==> config.mk <==
export PLATFORM = sky130hd
export DESIGN_NAME = mips_multicycle_ctrl_flat
export DESIGN_NICKNAME = d
export VERILOG_FILES = /design/src/rtl/mips_multicycle_ctrl_if.sv /design/src/rtl/mips_multicycle_ctrl.sv /design/src/flat_wrapper.sv
export SDC_FILE = /design/constraint.sdc
export NUM_CORES = 1
export LEC_CHECK = 0
export ABC_CLOCK_PERIOD_IN_PS = 2200
export CORE_UTILIZATION = 42
export DETAILED_ROUTE_END_ITERATION = 7
export GPL_ROUTABILITY_DRIVEN = 1
export PLACE_DENSITY = 0.78
export SKIP_LAST_GASP = 1
export SLEW_MARGIN = 15
export SYNTH_ARGS = -nofsm -noshare
export SYNTH_HDL_FRONTEND = slang
export SYNTH_SLANG_ARGS = --single-unit
==> constraint.sdc <==
create_clock -name clk -period 2.2 [get_ports clk]
set_clock_uncertainty 0.2 [all_clocks]
set_input_delay 0.33 -clock clk [delete_from_list [all_inputs] [get_ports clk]]
set_output_delay 0.33 -clock clk [all_outputs]
set_load 0.02 [all_outputs]
==> src/rtl/mips_multicycle_ctrl_if.sv <==
// Control-unit bundle between the multi-cycle MIPS controller (master) and its datapath (slave).
// Carries the IR opcode and memory handshake in, and every datapath enable and mux select out.
interface mips_multicycle_ctrl_if #(
   parameter int OPCODE_W = 6
);
   logic [OPCODE_W-1:0] opcode;
   logic                mem_ready;
   logic                pc_write;
   logic                pc_write_cond;
   logic                pc_write_ncond;
   logic                iord;
   logic                mem_read;
   logic                mem_write;
   logic                ir_write;
   logic                mem_to_reg;
   logic                reg_dst;
   logic                reg_write;
   logic                alu_src_a;
   logic [1:0]          alu_src_b;
   logic [1:0]          alu_op;
   logic [1:0]          pc_source;
   logic                illegal;
   logic                halted;
   logic [3:0]          state;

   modport master (
      input  opcode, mem_ready,
      output pc_write, pc_write_cond, pc_write_ncond, iord, mem_read, mem_write,
             ir_write, mem_to_reg, reg_dst, reg_write, alu_src_a, alu_src_b,
             alu_op, pc_source, illegal, halted, state
   );

   modport slave (
      output opcode, mem_ready,
      input  pc_write, pc_write_cond, pc_write_ncond, iord, mem_read, mem_write,
             ir_write, mem_to_reg, reg_dst, reg_write, alu_src_a, alu_src_b,
             alu_op, pc_source, illegal, halted, state
   );
endinterface

==> src/rtl/mips_multicycle_ctrl.sv <==
// Multi-cycle MIPS control FSM with memory-ready handshake, optional wait timeout and opcode trap.
// Define MIPS_MC_PERF_EN to add the cycle_count / instr_count performance counters.
module mips_multicycle_ctrl #(
   parameter int OPCODE_W    = 6,
   parameter int MEM_TIMEOUT = 0,
   parameter int CNT_W       = 32
) (
   input logic                    clk,
   input logic                    reset,
   mips_multicycle_ctrl_if.master bus
`ifdef MIPS_MC_PERF_EN
   ,
   output logic [CNT_W-1:0]       cycle_count,
   output logic [CNT_W-1:0]       instr_count
`endif
);

   if (OPCODE_W < 6) begin : g_bad_opcode_w
      $error("OPCODE_W must be at least 6");
   end
   if (CNT_W < 1) begin : g_bad_cnt_w
      $error("CNT_W must be positive");
   end

   typedef enum logic [3:0] {
      S_IDLE   = 4'd0,
      S_FETCH  = 4'd1,
      S_DECODE = 4'd2,
      S_MEMADR = 4'd3,
      S_MEMRD  = 4'd4,
      S_MEMWB  = 4'd5,
      S_MEMWR  = 4'd6,
      S_RTEX   = 4'd7,
      S_RTWB   = 4'd8,
      S_BEQ    = 4'd9,
      S_BNE    = 4'd10,
      S_JUMP   = 4'd11,
      S_ADDIEX = 4'd12,
      S_ADDIWB = 4'd13,
      S_HALT   = 4'd14,
      S_BAD    = 4'd15
   } state_t;

   typedef enum logic [2:0] {
      OP_RTYPE, OP_LW, OP_SW, OP_BEQ, OP_BNE, OP_J, OP_ADDI, OP_BAD
   } op_t;

   // fetch/decode mark the states whose outputs are further qualified by live inputs.
   typedef struct packed {
      logic       fetch;
      logic       decode;
      logic       pc_write;
      logic       pc_write_cond;
      logic       pc_write_ncond;
      logic       iord;
      logic       mem_read;
      logic       mem_write;
      logic       mem_to_reg;
      logic       reg_dst;
      logic       reg_write;
      logic       alu_src_a;
      logic [1:0] alu_src_b;
      logic [1:0] alu_op;
      logic [1:0] pc_source;
      logic       halted;
   } ctrl_t;

   localparam int WAIT_W    = (MEM_TIMEOUT > 1) ? $clog2(MEM_TIMEOUT) : 1;
   localparam int WAIT_LAST = (MEM_TIMEOUT > 0) ? MEM_TIMEOUT - 1 : 0;

   state_t            st;
   state_t            nxt;
   ctrl_t             ctrl;
   op_t               op;
   logic              upper_zero;
   logic              waiting;
   logic              timeout;
   logic [WAIT_W-1:0] wait_cnt;

   function automatic ctrl_t moore_outputs(input state_t s);
      ctrl_t c;
      c = '0;
      case (s)
         S_FETCH:  begin c.fetch = 1'b1; c.mem_read = 1'b1; c.alu_src_b = 2'b01; end
         S_DECODE: begin c.decode = 1'b1; c.alu_src_b = 2'b11; end
         S_MEMADR: begin c.alu_src_a = 1'b1; c.alu_src_b = 2'b10; end
         S_MEMRD:  begin c.mem_read = 1'b1; c.iord = 1'b1; end
         S_MEMWB:  begin c.reg_write = 1'b1; c.mem_to_reg = 1'b1; end
         S_MEMWR:  begin c.mem_write = 1'b1; c.iord = 1'b1; end
         S_RTEX:   begin c.alu_src_a = 1'b1; c.alu_op = 2'b10; end
         S_RTWB:   begin c.reg_write = 1'b1; c.reg_dst = 1'b1; end
         S_BEQ:    begin
            c.alu_src_a = 1'b1; c.alu_op = 2'b01; c.pc_source = 2'b01; c.pc_write_cond = 1'b1;
         end
         S_BNE:    begin
            c.alu_src_a = 1'b1; c.alu_op = 2'b01; c.pc_source = 2'b01; c.pc_write_ncond = 1'b1;
         end
         S_JUMP:   begin c.pc_source = 2'b10; c.pc_write = 1'b1; end
         S_ADDIEX: begin c.alu_src_a = 1'b1; c.alu_src_b = 2'b10; end
         S_ADDIWB: begin c.reg_write = 1'b1; end
         S_HALT:   begin c.halted = 1'b1; end
         default:  ;
      endcase
      return c;
   endfunction

   assign upper_zero = ((bus.opcode >> 6) == '0);

   // NOTE: every variable written in a combinational block gets a default first, so no latch is inferred.
   always_comb begin
      op = OP_BAD;
      if (upper_zero) begin
         case (bus.opcode[5:0])
            6'b000000: op = OP_RTYPE;
            6'b100011: op = OP_LW;
            6'b101011: op = OP_SW;
            6'b000100: op = OP_BEQ;
            6'b000101: op = OP_BNE;
            6'b000010: op = OP_J;
            6'b001000: op = OP_ADDI;
            default:   op = OP_BAD;
         endcase
      end
   end

   assign waiting = ((st == S_FETCH) || (st == S_MEMRD) || (st == S_MEMWR)) && !bus.mem_ready;
   assign timeout = (MEM_TIMEOUT > 0) && waiting && (wait_cnt == WAIT_W'(WAIT_LAST));

   always_comb begin
      nxt = st;
      case (st)
         S_IDLE:   nxt = S_FETCH;
         S_FETCH:  if (bus.mem_ready) nxt = S_DECODE; else if (timeout) nxt = S_HALT;
         S_DECODE: begin
            case (op)
               OP_RTYPE:      nxt = S_RTEX;
               OP_LW, OP_SW:  nxt = S_MEMADR;
               OP_BEQ:        nxt = S_BEQ;
               OP_BNE:        nxt = S_BNE;
               OP_J:          nxt = S_JUMP;
               OP_ADDI:       nxt = S_ADDIEX;
               default:       nxt = S_FETCH;
            endcase
         end
         S_MEMADR: nxt = (op == OP_LW) ? S_MEMRD : S_MEMWR;
         S_MEMRD:  if (bus.mem_ready) nxt = S_MEMWB; else if (timeout) nxt = S_HALT;
         S_MEMWR:  if (bus.mem_ready) nxt = S_FETCH; else if (timeout) nxt = S_HALT;
         S_RTEX:   nxt = S_RTWB;
         S_ADDIEX: nxt = S_ADDIWB;
         S_MEMWB, S_RTWB, S_BEQ, S_BNE, S_JUMP, S_ADDIWB: nxt = S_FETCH;
         S_HALT:   nxt = S_HALT;
         default:  nxt = S_FETCH;
      endcase
   end

   // Outputs are registered from the next state so they change with the state, glitch-free.
   // NOTE: sequential state uses non-blocking assignments so every register samples pre-edge values.
   always_ff @(posedge clk or negedge reset) begin
      if (!reset) begin
         st       <= S_IDLE;
         ctrl     <= '0;
         wait_cnt <= '0;
      end else begin
         st       <= nxt;
         ctrl     <= moore_outputs(nxt);
         wait_cnt <= (waiting && !timeout) ? wait_cnt + WAIT_W'(1) : '0;
      end
   end

   assign bus.pc_write       = ctrl.pc_write | (ctrl.fetch & bus.mem_ready);
   assign bus.ir_write       = ctrl.fetch & bus.mem_ready;
   assign bus.illegal        = ctrl.decode & (op == OP_BAD);
   assign bus.pc_write_cond  = ctrl.pc_write_cond;
   assign bus.pc_write_ncond = ctrl.pc_write_ncond;
   assign bus.iord           = ctrl.iord;
   assign bus.mem_read       = ctrl.mem_read;
   assign bus.mem_write      = ctrl.mem_write;
   assign bus.mem_to_reg     = ctrl.mem_to_reg;
   assign bus.reg_dst        = ctrl.reg_dst;
   assign bus.reg_write      = ctrl.reg_write;
   assign bus.alu_src_a      = ctrl.alu_src_a;
   assign bus.alu_src_b      = ctrl.alu_src_b;
   assign bus.alu_op         = ctrl.alu_op;
   assign bus.pc_source      = ctrl.pc_source;
   assign bus.halted         = ctrl.halted;
   assign bus.state          = st;

`ifdef MIPS_MC_PERF_EN
   logic instr_done;

   // Illegal-opcode returns come from DECODE and are deliberately not counted.
   assign instr_done = (nxt == S_FETCH) &&
                       ((st == S_MEMWB) || (st == S_MEMWR) || (st == S_RTWB) || (st == S_BEQ) ||
                        (st == S_BNE) || (st == S_JUMP) || (st == S_ADDIWB));

   always_ff @(posedge clk or negedge reset) begin
      if (!reset) begin
         cycle_count <= '0;
         instr_count <= '0;
      end else begin
         if ((st != S_IDLE) && (st != S_HALT)) cycle_count <= cycle_count + CNT_W'(1);
         if (instr_done) instr_count <= instr_count + CNT_W'(1);
      end
   end
`endif

endmodule

==> src/flat_wrapper.sv <==
// flat-port wrapper written by rule: the top's interface ports become plain ports
module mips_multicycle_ctrl_flat 
#(
   parameter int OPCODE_W    = 6,
   parameter int MEM_TIMEOUT = 0,
   parameter int CNT_W       = 32
)
  (clk, reset, bus_opcode, bus_mem_ready, bus_pc_write, bus_pc_write_cond, bus_pc_write_ncond, bus_iord, bus_mem_read, bus_mem_write, bus_ir_write, bus_mem_to_reg, bus_reg_dst, bus_reg_write, bus_alu_src_a, bus_alu_src_b, bus_alu_op, bus_pc_source, bus_illegal, bus_halted, bus_state);
  mips_multicycle_ctrl_if #(.OPCODE_W(OPCODE_W)) bus_i ();
  input logic clk;
  input logic reset;
  input wire logic [$bits(bus_i.opcode)-1:0] bus_opcode;
  input wire logic [$bits(bus_i.mem_ready)-1:0] bus_mem_ready;
  output wire logic [$bits(bus_i.pc_write)-1:0] bus_pc_write;
  output wire logic [$bits(bus_i.pc_write_cond)-1:0] bus_pc_write_cond;
  output wire logic [$bits(bus_i.pc_write_ncond)-1:0] bus_pc_write_ncond;
  output wire logic [$bits(bus_i.iord)-1:0] bus_iord;
  output wire logic [$bits(bus_i.mem_read)-1:0] bus_mem_read;
  output wire logic [$bits(bus_i.mem_write)-1:0] bus_mem_write;
  output wire logic [$bits(bus_i.ir_write)-1:0] bus_ir_write;
  output wire logic [$bits(bus_i.mem_to_reg)-1:0] bus_mem_to_reg;
  output wire logic [$bits(bus_i.reg_dst)-1:0] bus_reg_dst;
  output wire logic [$bits(bus_i.reg_write)-1:0] bus_reg_write;
  output wire logic [$bits(bus_i.alu_src_a)-1:0] bus_alu_src_a;
  output wire logic [$bits(bus_i.alu_src_b)-1:0] bus_alu_src_b;
  output wire logic [$bits(bus_i.alu_op)-1:0] bus_alu_op;
  output wire logic [$bits(bus_i.pc_source)-1:0] bus_pc_source;
  output wire logic [$bits(bus_i.illegal)-1:0] bus_illegal;
  output wire logic [$bits(bus_i.halted)-1:0] bus_halted;
  output wire logic [$bits(bus_i.state)-1:0] bus_state;
  assign bus_i.opcode = bus_opcode;
  assign bus_i.mem_ready = bus_mem_ready;
  assign bus_pc_write = bus_i.pc_write;
  assign bus_pc_write_cond = bus_i.pc_write_cond;
  assign bus_pc_write_ncond = bus_i.pc_write_ncond;
  assign bus_iord = bus_i.iord;
  assign bus_mem_read = bus_i.mem_read;
  assign bus_mem_write = bus_i.mem_write;
  assign bus_ir_write = bus_i.ir_write;
  assign bus_mem_to_reg = bus_i.mem_to_reg;
  assign bus_reg_dst = bus_i.reg_dst;
  assign bus_reg_write = bus_i.reg_write;
  assign bus_alu_src_a = bus_i.alu_src_a;
  assign bus_alu_src_b = bus_i.alu_src_b;
  assign bus_alu_op = bus_i.alu_op;
  assign bus_pc_source = bus_i.pc_source;
  assign bus_illegal = bus_i.illegal;
  assign bus_halted = bus_i.halted;
  assign bus_state = bus_i.state;
  mips_multicycle_ctrl #(.OPCODE_W(OPCODE_W), .MEM_TIMEOUT(MEM_TIMEOUT), .CNT_W(CNT_W)) u_core (.clk(clk), .reset(reset), .bus(bus_i));
endmodule
==> run summary <==
The run finished, with violations left. The checks that failed: negative setup slack. The root buffer cell chosen for the clock tree is sky130_fd_sc_hd__clkbuf_4.

Across every metal layer, demand over resource in global routing totals 26.8%. In this run, the combinational gates consume 66.3% of the power. For this design the ratio of total power to cell area is 1360 mW/mm². Ranked by total cell area, the synthesized netlist is headed by sky130_fd_sc_hd__dfrtp_1 (47%), sky130_fd_sc_hd__buf_4 (5.2%), sky130_fd_sc_hd__nor2_1 (3.6%). The initial antenna violation count is 0, and the pin count of the biggest net entering global routing is 23. sky130_fd_sc_hd__dfrtp_1 is the most common cell in the netlist. The total of flip-flops plus latches after synthesis came out at 22. At the end of the flow, the number of nets in the layout was 189.

The first detailed-routing pass took 4 iterations. After synthesis, the most frequently instantiated cells are sky130_fd_sc_hd__dfrtp_1 (22), sky130_fd_sc_hd__nor2_1 (11), sky130_fd_sc_hd__nand2_1 (9). Across the run, the number of max-cap violations was 0. For the pin with the worst max-slew slack, the measured transition is 676 ps. Walking the worst path, the cells encountered are or3b_4 -> or4_4 -> a32oi_4 -> a31o_4 -> nand2_4 -> o311ai_4. In the final routed layout, each cell accounts on average for 18.0 µm. For the worst flop-to-flop path, the logic depth is 6. From synthesis to final layout, the design area changed by 64.9%. The logs give 75.3% for the utilization of the core after routing and 1159 for the number of global-route vias before repair. The arrival time of the worst setup path was 2310 ps; the number of vias in the routed layout was 1187. IR analysis of the VDD net gives a maximum drop of 1130 µV. After legalization and detailed placement, the total HPWL measured 1.97 mm. The biggest area contributor in the post-synthesis netlist is sky130_fd_sc_hd__dfrtp_1. Along the worst path, the maximum fanout reaches 7. The run gives 43 as the distinct cell type count of the synthesized netlist. After floorplanning, the core was sized to cover 0.00254 mm². The synthesized area divided by synthesized cell count was 10.2 µm²; the post-route worst setup slack was -75.7 ps.

In this run, flip-flops and latches consume 21.7% of the power. Setup violations remaining at the end of the flow were counted as 8. The repair_antennas step left the layout with diodes totalling 0.

The worst setup path is of the reg -> reg kind. The die covers 0.00298 mm². The tools report the number of buffers added by the clock tree synthesis step as 3. Setup repair after global routing could not meet its margin everywhere. The worst-case setup slack after placement was -572 ps.

The run gives 32 as the number of primary I/O pins. At the later pin of the worst-skew pair, clock insertion delay measures 310 ps. Clock group share of total power: 12.0%.

Including well taps, the total number of placed cells is 193. The count of input and output buffers is 31, and the via count normalized by instance count is 5.68. The worst hold slack is 142 ps. The end of the worst register-to-register path was u_core.bus.alu_src_b[1]$_DFF_PN0_. The analysis attributes to cell leakage a power of 0.000896 µW. The number of DRC violations after detailed-routing iteration 0 is 44.

The number of enable flip-flop cells after synthesis was 0; the total wirelength of the detailed-routed design was 3.77 mm. Of the cells placed in the final design, the portion with a size suffix greater than 1 is 44.1%. Measured against its own limit, the worst slew margin works out to 54.7%. Derived from the worst setup path, the maximum achievable clock frequency is 439 MHz. The y dimension of the die was 54.6 µm; the post-layout minimum cycle time was 2280 ps. The aggregate global routing overflow is 0. The critical-path cell with the highest stage delay is sky130_fd_sc_hd__or4_4. STA classifies the critical path endpoint as a flop. The count of fill cells added during filler insertion was 150. Sequential cells were found to cover 47.4% of the synthesized design area. The design draws 2610 µW.

TritonCTS built the clock tree. The hold violation total from the final report was 0. After clock tree synthesis, the clock-pin slew on the worst setup and hold paths is 130 ps. The routability congestion estimate came out at 0.881. Together, buffers and inverters on the worst path number 0. Summed over its instances, the top area cell type makes up 47.4% of the synthesized netlist area.

The count of placed standard cells in the final layout, fillers left out was 209; the share of the clock period used by the worst path after layout was 103%. The final number of max-transition violations was 0. Synthesis produced 114 cells. Grouping stages by cell kind, the critical path spends the most delay in simple AND/OR/NAND/NOR gates. The total net switching power is 1090 µW, and the width of the die is 54.6 µm. The logs give 0.00116 mm² for the post-synth design cell area and 1 for the maximum level of the CTS H-tree. Maximum single-stage delay on the critical path: 450 ps. Yosys printed 0 warnings. In this run switching power makes up 41.9% of total power. The primary flip-flop cell chosen by synthesis mapping is sky130_fd_sc_hd__dfrtp_1. The slack of the worst reg-to-reg path came out at -80 ps.

The tools report the first-pass GRT wire length as 5.59 mm. The standard-cell row count was 18. The tools report the cell-internal power as 1520 µW.

The number of clock sinks seen by CTS came out at 22. The count of nets left with antenna violations once routing finished came out at 0. The worst hold path belongs to the class in -> async. Counting flops with an async set or reset pin after synthesis yields a share of 100%.

For the worst setup path, the data required time is 2230 ps. The launch point of the worst reg-to-reg path is u_core.bus.state[3]$_DFF_PN0_. The kind of start point of the critical path was a flop. The clock passes through at most 2 buffers. The post-route DRC violation count came out at 0. The initial standard-cell utilization of the core is 45.7%, and the number of flip-flops under the largest register name is 4. The number of nets handed over by synthesis was 123.
==> stage by stage <==
stage	cell area (µm²)	TNS, ps
floorplan	1170	0
global placement	1640	-6850
detailed placement	1640	-7800
CTS	1840	-206
global route	1920	-696
finish	1920	-263
==> power groups by stage <==
stage / combinational (µW) / clock (µW) / sequential (µW)
floorplan: 709 / 0 / 665
global placement: 1240 / 0 / 565
detailed placement: 1270 / 0 / 568
CTS: 1540 / 315 / 565
global route: 1840 / 330 / 579
finish: 1730 / 313 / 566
==> cell families after synthesis <==
group	count (synthesis)	synth area share, %
simple gates	50	23.9
compound gates	24	18.2
flops	22	47.4
buf+inv	17	9.80
xor+xnor	1	0.754
==> placed cells by master (no fill, tap or decap), types with 2 or more instances in the layout <==
cell,count
sky130_fd_sc_hd__nor2b_1,3
sky130_fd_sc_hd__dlygate4sd2_1,7
sky130_fd_sc_hd__or2_2,2
sky130_fd_sc_hd__dfrtp_1,18
sky130_fd_sc_hd__dfrtp_2,4
sky130_fd_sc_hd__nor2_1,10
sky130_fd_sc_hd__inv_1,3
sky130_fd_sc_hd__o21ai_0,4
sky130_fd_sc_hd__nor3_2,2
sky130_fd_sc_hd__nand2b_1,2
sky130_fd_sc_hd__nand2_1,8
sky130_fd_sc_hd__clkdlybuf4s50_1,22
sky130_fd_sc_hd__clkinvlp_4,2
sky130_fd_sc_hd__and3_1,3
sky130_fd_sc_hd__a21oi_2,2
sky130_fd_sc_hd__inv_2,2
sky130_fd_sc_hd__buf_4,38
sky130_fd_sc_hd__nand3b_1,3
sky130_fd_sc_hd__o41ai_4,2
sky130_fd_sc_hd__clkbuf_4,3
sky130_fd_sc_hd__nand3_1,2
==> final cells by class <==
| cell class | instances | area (µm²) | area share, % |
|---|---|---|---|
| multi-input cells | 76 | 644 | 33.6 |
| repair buffers | 69 | 584 | 30.5 |
| flip-flops and latches | 22 | 556 | 29.0 |
| well taps | 30 | 37.5 | 1.96 |
| inverters | 7 | 35.0 | 1.83 |
| clock inverters | 1 | 30.0 | 1.57 |
| clock buffers | 3 | 22.5 | 1.17 |
| repair inverters | 1 | 7.51 | 0.392 |
==> routing by layer <==
layer / vias up / track usage (%) / share of wire (%)
li1: 537 / - / -
met1: 574 / 34.8 / 41
met2: 58 / 41.4 / 48
met3: 18 / 5.56 / 5.8
met4: 0 / 14.5 / 5.0
met5: - / 0 / 0
==> how the worst max path moves through the flow <==
| stage | start | end | cells after the start |
|---|---|---|---|
| 6_report | u_core.bus.state[3]$_DFF_PN0_ | u_core.bus.alu_src_b[1]$_DFF_PN0_ | 6 |
| 3_5_place_dp | bus_opcode[0] | u_core.bus.alu_src_a$_DFF_PN0_ | 7 |
| 4_1_cts | bus_opcode[3] | bus_illegal | 5 |
| 5_1_grt | u_core.bus.state[3]$_DFF_PN0_ | u_core.bus.alu_src_b[1]$_DFF_PN0_ | 7 |
| 2_1_floorplan | u_core.bus.state[3]$_DFF_PN0_ | u_core.bus.alu_src_b[1]$_DFF_PN0_ | 6 |
| 3_3_place_gp | bus_opcode[0] | u_core.bus.alu_src_a$_DFF_PN0_ | 7 |
==> what timing repair did <==
action / in CTS / in global routing
setup buffers: 5 / 5
gates resized for setup: 27 / 10
cloned: 1 / 1
pin swaps: 10 / 6
setup endpoints to repair: 18 / 17
hold buffers: 0 / 0
No activity file was read; power rests on OpenSTA's default activity.
